==> src/rtl/spi_1_0_shift_engine.sv <==
// ---------------------------------------------------------------------------
// spi_1_0_shift_engine
//
// SPI mode-0 master shift engine. Accepts a command (tx word, bit length,
// start strobe) from the register bank, drives SPI_CS / SPI_SCK / SPI_MOSI,
// captures SPI_MISO and returns the received word. Every output is a flop.
//
// Ports:
//   clk, rstn           single clock, asynchronous active-low reset
//   start               one-cycle command strobe (accepted only when idle)
//   len [LENW]          frame length in bits; 0 ignored, >DW clamped to DW
//   tx_data [DW]        transmit word, right-justified, bit len-1 sent first
//   busy                high from the cycle after acceptance through FSM_DONE
//   rx_data [DW]        received word, right-justified, zeros above len
//   rx_valid            one-cycle strobe, coincident with FSM_DONE
//   FSM_START/FSM_DONE  one-cycle frame begun / frame complete strobes
//   SPI_MISO            serial input (already synchronised)
//   SPI_MOSI/SCK/CS     serial output, serial clock (idles low), chip select
//   dbg_state [3]       current FSM state, for observation only
//
// Handshake: there is no ready. start is sampled only in IDLE; a start seen
// in any other state (busy=1) is dropped, nothing is queued. The frame that
// a start launches is acknowledged by FSM_START one cycle later and closed
// by FSM_DONE/rx_valid; the cycle after FSM_DONE is IDLE and takes a new
// start.
// ---------------------------------------------------------------------------
module spi_1_0_shift_engine #(
    parameter int DW       = 32,
    parameter int LENW     = 6,
    parameter int SCK_DIV  = 2,
    parameter int CS_SETUP = 2,
    parameter int CS_HOLD  = 2
) (
    input  logic            clk,
    input  logic            rstn,
    input  logic            start,
    input  logic [LENW-1:0] len,
    input  logic [DW-1:0]   tx_data,
    output logic            busy,
    output logic [DW-1:0]   rx_data,
    output logic            rx_valid,
    output logic            FSM_START,
    output logic            FSM_DONE,
    input  logic            SPI_MISO,
    output logic            SPI_MOSI,
    output logic            SPI_SCK,
    output logic            SPI_CS,
    output logic [2:0]      dbg_state
);

    // One shared phase counter covers SETUP, each SCK half-period and HOLD,
    // so it is sized for the longest of the three.
    localparam int CNT_M1  = (SCK_DIV > CS_SETUP) ? SCK_DIV : CS_SETUP;
    localparam int CNT_MAX = (CNT_M1 > CS_HOLD) ? CNT_M1 : CS_HOLD;
    localparam int CW      = (CNT_MAX > 1) ? $clog2(CNT_MAX) : 1;

    localparam logic [CW-1:0] SETUP_LAST = CW'(CS_SETUP - 1);
    localparam logic [CW-1:0] DIV_LAST   = CW'(SCK_DIV - 1);
    localparam logic [CW-1:0] HOLD_LAST  = CW'(CS_HOLD - 1);

    typedef enum logic [2:0] {
        S_IDLE     = 3'd0,
        S_SETUP    = 3'd1,
        S_SHIFT_LO = 3'd2,
        S_SHIFT_HI = 3'd3,
        S_HOLD     = 3'd4,
        S_DONE     = 3'd5
    } state_t;

    state_t          state_q,    state_d;
    logic [CW-1:0]   cnt_q,      cnt_d;
    logic [LENW-1:0] bits_q,     bits_d;
    logic [DW-1:0]   tx_sh_q,    tx_sh_d;
    logic [DW-1:0]   rx_sh_q,    rx_sh_d;
    logic [DW-1:0]   rx_data_q,  rx_data_d;
    logic            cs_q,       cs_d;
    logic            sck_q,      sck_d;
    logic            mosi_q,     mosi_d;
    logic            busy_q,     busy_d;
    logic            rx_valid_q, rx_valid_d;
    logic            fstart_q,   fstart_d;
    logic            fdone_q,    fdone_d;

    logic [LENW-1:0] eff_len;
    logic [LENW-1:0] align_sh;
    logic [DW-1:0]   tx_aligned;

    // Clamp the length, then left-align the tx word so the first bit to send
    // always sits in the MSB of the shift register.
    always_comb begin
        eff_len    = (len > LENW'(DW)) ? LENW'(DW) : len;
        align_sh   = LENW'(DW) - eff_len;
        tx_aligned = tx_data << align_sh;
    end

    always_comb begin
        state_d    = state_q;
        cnt_d      = cnt_q;
        bits_d     = bits_q;
        tx_sh_d    = tx_sh_q;
        rx_sh_d    = rx_sh_q;
        rx_data_d  = rx_data_q;
        cs_d       = cs_q;
        sck_d      = sck_q;
        mosi_d     = mosi_q;
        busy_d     = busy_q;
        rx_valid_d = 1'b0;
        fstart_d   = 1'b0;
        fdone_d    = 1'b0;

        case (state_q)
            S_IDLE: begin
                if (start && (len != '0)) begin
                    state_d  = S_SETUP;
                    cnt_d    = '0;
                    bits_d   = eff_len;
                    tx_sh_d  = tx_aligned;
                    rx_sh_d  = '0;
                    cs_d     = 1'b0;
                    mosi_d   = tx_aligned[DW-1];
                    busy_d   = 1'b1;
                    fstart_d = 1'b1;
                end
            end

            S_SETUP: begin
                if (cnt_q == SETUP_LAST) begin
                    state_d = S_SHIFT_LO;
                    cnt_d   = '0;
                end else begin
                    cnt_d = cnt_q + CW'(1);
                end
            end

            S_SHIFT_LO: begin
                if (cnt_q == DIV_LAST) begin
                    // SCK rises with this update; MISO is captured here.
                    state_d = S_SHIFT_HI;
                    cnt_d   = '0;
                    sck_d   = 1'b1;
                    rx_sh_d = {rx_sh_q[DW-2:0], SPI_MISO};
                end else begin
                    cnt_d = cnt_q + CW'(1);
                end
            end

            S_SHIFT_HI: begin
                if (cnt_q == DIV_LAST) begin
                    // SCK falls with this update; the bit just sampled by the
                    // slave is retired and MOSI moves to the next one.
                    cnt_d   = '0;
                    sck_d   = 1'b0;
                    bits_d  = bits_q - LENW'(1);
                    tx_sh_d = tx_sh_q << 1;
                    if (bits_q != LENW'(1)) begin
                        mosi_d  = tx_sh_q[DW-2];
                        state_d = S_SHIFT_LO;
                    end else begin
                        mosi_d  = 1'b0;
                        state_d = S_HOLD;
                    end
                end else begin
                    cnt_d = cnt_q + CW'(1);
                end
            end

            S_HOLD: begin
                if (cnt_q == HOLD_LAST) begin
                    // Only eff_len bits were shifted into a cleared register,
                    // so the bits above eff_len are already zero.
                    state_d    = S_DONE;
                    cnt_d      = '0;
                    cs_d       = 1'b1;
                    fdone_d    = 1'b1;
                    rx_valid_d = 1'b1;
                    rx_data_d  = rx_sh_q;
                end else begin
                    cnt_d = cnt_q + CW'(1);
                end
            end

            S_DONE: begin
                state_d = S_IDLE;
                busy_d  = 1'b0;
            end

            default: begin
                state_d = S_IDLE;
                cs_d    = 1'b1;
                sck_d   = 1'b0;
                mosi_d  = 1'b0;
                busy_d  = 1'b0;
            end
        endcase
    end

    always_ff @(posedge clk or negedge rstn) begin
        if (!rstn) begin
            state_q    <= S_IDLE;
            cnt_q      <= '0;
            bits_q     <= '0;
            tx_sh_q    <= '0;
            rx_sh_q    <= '0;
            rx_data_q  <= '0;
            cs_q       <= 1'b1;
            sck_q      <= 1'b0;
            mosi_q     <= 1'b0;
            busy_q     <= 1'b0;
            rx_valid_q <= 1'b0;
            fstart_q   <= 1'b0;
            fdone_q    <= 1'b0;
        end else begin
            state_q    <= state_d;
            cnt_q      <= cnt_d;
            bits_q     <= bits_d;
            tx_sh_q    <= tx_sh_d;
            rx_sh_q    <= rx_sh_d;
            rx_data_q  <= rx_data_d;
            cs_q       <= cs_d;
            sck_q      <= sck_d;
            mosi_q     <= mosi_d;
            busy_q     <= busy_d;
            rx_valid_q <= rx_valid_d;
            fstart_q   <= fstart_d;
            fdone_q    <= fdone_d;
        end
    end

    assign busy      = busy_q;
    assign rx_data   = rx_data_q;
    assign rx_valid  = rx_valid_q;
    assign FSM_START = fstart_q;
    assign FSM_DONE  = fdone_q;
    assign SPI_MOSI  = mosi_q;
    assign SPI_SCK   = sck_q;
    assign SPI_CS    = cs_q;
    assign dbg_state = state_q;

endmodule
==> config.mk <==
export PLATFORM = sky130hd
export DESIGN_NAME = spi_1_0_shift_engine
export DESIGN_NICKNAME = d
export VERILOG_FILES = /design/src/rtl/spi_1_0_shift_engine.sv
export SDC_FILE = /design/constraint.sdc
export NUM_CORES = 1
export LEC_CHECK = 0
export ABC_AREA = 1
export CAP_MARGIN = 15
export CORE_MARGIN = 2
export CORE_UTILIZATION = 45
export CTS_CLUSTER_DIAMETER = 40
export DETAILED_ROUTE_END_ITERATION = 8
export GPL_TIMING_DRIVEN = 0
export HOLD_SLACK_MARGIN = 0.15
export PLACE_DENSITY = 0.67
export RECOVER_POWER = 50
export REMOVE_ABC_BUFFERS = 1
export SETUP_SLACK_MARGIN = 0.4
export SLEW_MARGIN = 20
export SYNTH_ARGS = -nofsm -noshare
export SYNTH_HDL_FRONTEND = slang
export SYNTH_SLANG_ARGS = --single-unit
==> constraint.sdc <==
create_clock -name clk -period 2.25 [get_ports clk]
set_input_delay 0.225 -clock clk [delete_from_list [all_inputs] [get_ports clk]]
set_output_delay 0.225 -clock clk [all_outputs]
set_load 0.02 [all_outputs]
==> metrics.txt, run 1 <==
worst skew pair latency=0.35 ns; count of final hold-check violations=0; Critical Path Source Type=register; root buffer cell=clkbuf_16; vias in the first global route=5579; clock skew=0.00729 ns; Largest stage delay, worst path=0.43 ns; register share of total power=34.0%; Ant. Diodes=0; count of cell types in the netlist=32; cell area after synthesis=0.00638 mm^2; Initial Utilization=45.9%; antenna violation net count after detailed routing=0; routed wire length=17000 um; clock slew at reported path FFs=0.07 ns; first-pass GRT wire length=27200 um; register area share after synthesis=43.6%; slowest library cell on the worst path=dfrtp_1; Switching Share=41.7%; Bufs on Longest Clock Path=2; critical setup path kind=register to register; die area=0.0151 mm^2; Mapped Cells=893; Synth area leaders=dfrtp_1, nand2_1, nand3_1; leak pwr=3.83 nW; fmax=525 MHz; CP Max Fanout=5; total gr overflow=0; CP Data Arrival Time=2.14 ns; share of cells above drive strength 1=11.0%; DRC viols=0; Yosys reg bits=111; DRT Pass-1 Iters=5; fin nets=1021; gp weighted congestion=0.881; CTS Sinks=111; total track usage=22.5%; hold_ws=0.311 ns; first-iteration detailed-routing DRC count=559; Tcrit/Tclk final=84.6%; CTS Buf Count=9; P_sw=3.58 mW; clock share of power=17.5%; Rel. slew slack=23.9%; Cell Pwr Density=1050 mW/mm^2; internal power=5.01 mW; status=complete, no violations; wire per inst=14.7 um; vias per inst=5.42; routed via count=6289; top post-synthesis cells by count=nand2_1, nand3_1, dfrtp_1; top-count cell post-synth=nand2_1; Max IR drop VDD=0.561 mV; hpwl dp=10500 um; ys flop type=dfrtp_1; post-layout util=58.8%; RSZ-0062 raised after global routing=yes; Critical Path Sink Type=register; DIE HEIGHT=123 um; Area growth, synth to finish=28.0%; Worst Hold Class=input pin to register; crit path time final=1.90 ns; Synth Area per Inst=7.14 um^2; largest net degree at the start of global routing=69; cell row count=43; Gate power share=48.5%; DP Cell Count=1104; Worst Tran Pin Value=1.14 ns; Max-cap violations=0; initial antenna violation count=0; Worst EP required=2.48 ns; CTS tree=yes; worst path cell trace=nor2_1 > inv_1 > nor2_4 > inv_1 > nor2_4 > clkinv_4 > nand2_8 > nand2_8 > buf_4 > a21oi_1 > a21oi_1; total I/O pin count=84; Post-Layout Cell Count=1161; number of setup violations in the final report=0; Core Region=0.0139 mm^2; fill cell count=1297; Synth Warn #=0; Slew Limit Fails=0; share of the synthesized area in the top cell type=43.2%; H-tree Lvls=3; EDFF count, synth=0; FFs w/ async S/R, synth=100%; Die X=123 um; I/O Buffers=83; cell taking the most area after synthesis=dfrtp_1
-- stage by stage --
step / instance area [um^2] / TNS, ns / setup WS, ns / power, mW
final: 8170 / 0 / 0.346 / 8.60
after global routing: 8170 / 0 / 0.221 / 9.28
after CTS: 8030 / 0 / 0.397 / 8.42
after detailed placement: 7220 / -112.20 / -2.52 / 6.27
after global placement: 7130 / -490.24 / -3.31 / 6.12
after floorplan: 6070 / -43.83 / -1.20 / 5.21
-- final cells by class --
class,count,area (um^2),area share [%]
inverter,80,357,4.37
timing repair inverter,2,12.5,0.153
timing repair buffer,121,1260,15.4
clock buffer,9,225,2.76
sequential,111,2780,34.1
tap,180,225,2.76
multi-input combinational,651,3240,39.7
clock inverter,7,58.8,0.720
-- timing repair --
action | 4_1_cts | 5_1_grt
hold endpoints to repair | 43 | 0
resized for setup | 54 | 28
setup endpoints to repair | 74 | 58
buffers inserted | 26 | 7
hold buffers | 1 | 0
gates cloned | 5 | 2
pin swaps | 6 | 5
-- worst max-delay path, delay by kind of cell, from the launching register on --
kind                   cells  cell delay, ns
and+or+nand+nor            5            0.66
DFF                        1            0.43
buffers and inverters      4            0.50
AOI/OAI and AO/OA          2            0.19
-- state kept, by name, summed over array words and instances, names as in the netlist --
register	count
SPI_CS	1
SPI_SCK	1
busy	1
cnt_q	1
FSM_START	1
rx_data	32
bits_q	6
FSM_DONE	1
rx_sh_q	32
SPI_MOSI	1
dbg_state	3
tx_sh_q	31
-- cells in the final DEF (no fill, tap or decap), types with 6 or more instances in the layout --
cell             synthesis  routed
o211ai_1                 6       6
clkdlybuf4s50_1          0      67
inv_1                   72      68
o21ai_0                 56      56
nor2_2                   5       6
nand2_1                262     253
dlygate4sd3_1            0      11
clkbuf_16                0       9
a21oi_1                 64      59
dfrtp_1                110     108
o22ai_1                 32      32
nand3_1                154     152
buf_12                   0       6
nand2_8                  0       6
buf_4                    9      26
clkinv_4                 0       6
nor2_1                  48      42
-- kinds of logic after synthesis --
kind of cell | after synthesis | share of synthesized area, %
XOR/XNOR | 4 | 0.844
AO/OA/AOI/OAI | 163 | 13.8
AND/OR/NAND/NOR | 476 | 31.5
buffers and inverters | 135 | 9.50
adder cells (fa/ha/maj) | 3 | 0.589
flip-flops | 111 | 43.6
multiplexers | 1 | 0.157
-- layer usage --
layer / up-vias / share of wire, % / global-route usage, %
met5: - / 0 / 0
met4: 0 / 0.90 / 4.90
met3: 15 / 5.4 / 3.69
met2: 193 / 46 / 33.9
met1: 2959 / 48 / 34.1
li1: 3122 / - / -
-- path summary, 6_finish.rpt --
check	from	endpoint	slack, ns	cells after the start
min	len[3]	bits_q[3]	0.31	3
max	dbg_state[0]	tx_sh_q[8]	0.35	11
min in group asynchronous	rstn	rx_data[29]	0.63	2
max in group asynchronous	rstn	rx_data[9]	0.72	3
min reg2reg	rx_data[28]	rx_data[28]	0.48	2
max reg2reg	dbg_state[0]	tx_sh_q[8]	0.35	11
-- power by group through the flow --
stage                     registers (mW)  clock network [mW]  logic, mW
after floorplan                     2.96                   0       2.25
after global placement              2.93                   0       3.20
after detailed placement            2.94                   0       3.33
after CTS                           2.91                1.54       3.96
after global routing                2.99                1.63       4.66
final                               2.92                1.50       4.17
Power figures use the tool's default switching activity.
==> run 2, diff against run 1 <==
- PLACE_DENSITY: 0.67 -> 0.7
- clock period: 2.25 -> 1.6 ns (I/O delays scaled with it)
==> metrics.txt, run 2 (synthesized netlist as in run 1, its figures left out) <==
antenna violation net count after detailed routing=0 (unchanged); FF/Latch Area=0.00278 mm^2 (about the same); CP Data Arrival Time=1.96 ns (was 2.14 ns); met2 WL=10500 um (was 7840 um); Worst Hold Class=input pin to register (unchanged); final worst-path setup slack=-0.132 ns (was 0.346 ns); commonest non-fill, non-tap cells in the layout=nand2_1, nand3_1, dfrtp_1, inv_1, buf_4 (was nand2_1, nand3_1, dfrtp_1, inv_1, clkdlybuf4s50_1); Area growth, synth to finish=43.5% (was 28.0%); Overall Power=14.7 mW (was 8.60 mW); critical setup path kind=register to register (unchanged); CTS Buf Count=9 (unchanged); cell row count=43 (unchanged); count of final hold-check violations=0 (unchanged); P_sw=6.65 mW (was 3.58 mW); multi-input logic area=0.00377 mm^2 (was 0.00324 mm^2); hpwl dp=10600 um (was 10500 um); clock skew=0.0121 ns (was 0.00729 ns); clock slew at reported path FFs=0.07 ns (about the same); fmax=577 MHz (was 525 MHz); Rel. slew slack=40.1% (was 23.9%); DIE HEIGHT=123 um (unchanged); Critical Path Source Type=register (unchanged); Gate power share=55.4% (was 48.5%); fin nets=1065 (was 1021); total gr overflow=0 (unchanged); number of setup violations in the final report=76 (was 0); failing checks=setup timing; pre-CTS setup slack=-3.03 ns (was -2.52 ns); total I/O pin count=84 (unchanged); share of cells above drive strength 1=23.8% (was 11.0%); H-tree Lvls=3 (unchanged); die area=0.0151 mm^2 (unchanged); Cell Pwr Density=1610 mW/mm^2 (was 1050 mW/mm^2); total track usage=27.2% (was 22.5%); I/O Buffers=83 (unchanged); Bufs on Longest Clock Path=2 (unchanged); Worst EP required=1.83 ns (was 2.48 ns); uppermost routed layer=met4 (unchanged); Die X=123 um (unchanged); vias per inst=5.74 (was 5.42); TNS Setup=-2.18 ns (was 0 ns); fill cell count=1090 (was 1297); worst skew pair latency=0.36 ns (was 0.35 ns); Initial Utilization=45.9% (unchanged); DRT Pass-1 Iters=6 (was 5); first-pass GRT wire length=32100 um (was 27200 um); hold_ws=0.300 ns (was 0.311 ns); wire per inst=18.0 um (was 14.7 um); post-route design area=0.00915 mm^2 (was 0.00817 mm^2); Max IR drop VDD=0.940 mV (was 0.561 mV); CTS Sinks=111 (unchanged); Max-cap violations=0 (unchanged); Ant. Diodes=0 (unchanged); DP Cell Count=1104 (unchanged); largest net degree at the start of global routing=79 (was 69); register share of total power=29.0% (was 34.0%); Switching Share=45.1% (was 41.7%); internal power=8.10 mW (was 5.01 mW); M1 WL=9160 um (was 8120 um); first-iteration detailed-routing DRC count=890 (was 559); clock share of power=15.6% (was 17.5%); commonest non-fill, non-tap cell in the layout=nand2_1 (unchanged); gp weighted congestion=0.860 (was 0.881); dpl cell area=0.00722 mm^2 (unchanged); Post-Layout Cell Count=1205 (was 1161); RSZ-0062 raised after global routing=yes (unchanged); Slew Limit Fails=0 (unchanged); CP Max Fanout=5 (unchanged); routed wire length=21700 um (was 17000 um); CTS tree=yes (unchanged); initial antenna violation count=0 (unchanged); leak pwr=4.71 nW (was 3.83 nW); vias in the first global route=6413 (was 5579); status=complete, but fails checks (was complete, no violations); Tcrit/Tclk final=108% (was 84.6%); Core Region=0.0139 mm^2 (unchanged); Worst Tran Pin Value=0.899 ns (was 1.14 ns); root buffer cell=clkbuf_16 (unchanged); Critical Path Sink Type=register (unchanged); DRC viols=0 (unchanged); crit path time final=1.73 ns (was 1.90 ns); routed via count=6917 (was 6289); post-layout util=65.9% (was 58.8%); met3 wire length=1500 um (was 918 um)
==> run 2: routing by layer <==
layer | up-vias | track usage (%)
li1 | 3231 | -
met1 | 3327 | 37.1
met2 | 301 | 44.8
met3 | 58 | 5.81
met4 | 0 | 5.75
met5 | - | 0
==> run 2: what timing repair did <==
action / in CTS / in global routing
hold buffers: 1 / 0
gates cloned: 21 / 0
hold endpoints to repair: 110 / 0
setup buffers: 48 / 15
endpoints found under the setup margin: 152 / 147
gates resized for setup: 197 / 117
pin swaps: 37 / 10
==> run 2: critical path, stage by stage, from the launching register on <==
cell     delay (ns)
dfrtp_2        0.45
nor2_4         0.15
inv_4          0.06
nor2_4         0.09
inv_2          0.05
nor2_4         0.16
inv_6          0.06
nand2_8        0.11
nand2_8        0.13
a21oi_1        0.22
a21oi_1        0.13
==> run 2: final timing paths <==
path | to | start | cells after the start | slack, ns
max reg2reg | tx_sh_q[18] | dbg_state[0] | 10 | -0.13
min reg2reg | rx_data[11] | rx_data[11] | 2 | 0.48
max | tx_sh_q[18] | dbg_state[0] | 10 | -0.13
min in group asynchronous | rx_data[31] | rstn | 2 | 0.48
max in group asynchronous | SPI_CS | rstn | 3 | 0.20
min | bits_q[3] | len[5] | 4 | 0.30
==> run 2: cell type report <==
class | instances | share of cell area (%)
repair inverters | 7 | 1.01
well taps | 180 | 2.46
repair buffers | 151 | 17.6
clock inverters | 6 | 0.656
multi-input cells | 660 | 41.2
flip-flops and latches | 111 | 30.4
clock buffers | 10 | 2.61
inverters | 80 | 3.99
==> run 2: power groups by stage <==
stage | clock network (mW) | logic (mW) | registers (mW)
final | 2.30 | 8.18 | 4.28
after floorplan | 0 | 3.17 | 4.17
after CTS | 2.28 | 7.12 | 4.18
after global routing | 2.43 | 8.73 | 4.33
after detailed placement | 0 | 4.69 | 4.14
after global placement | 0 | 4.42 | 4.12
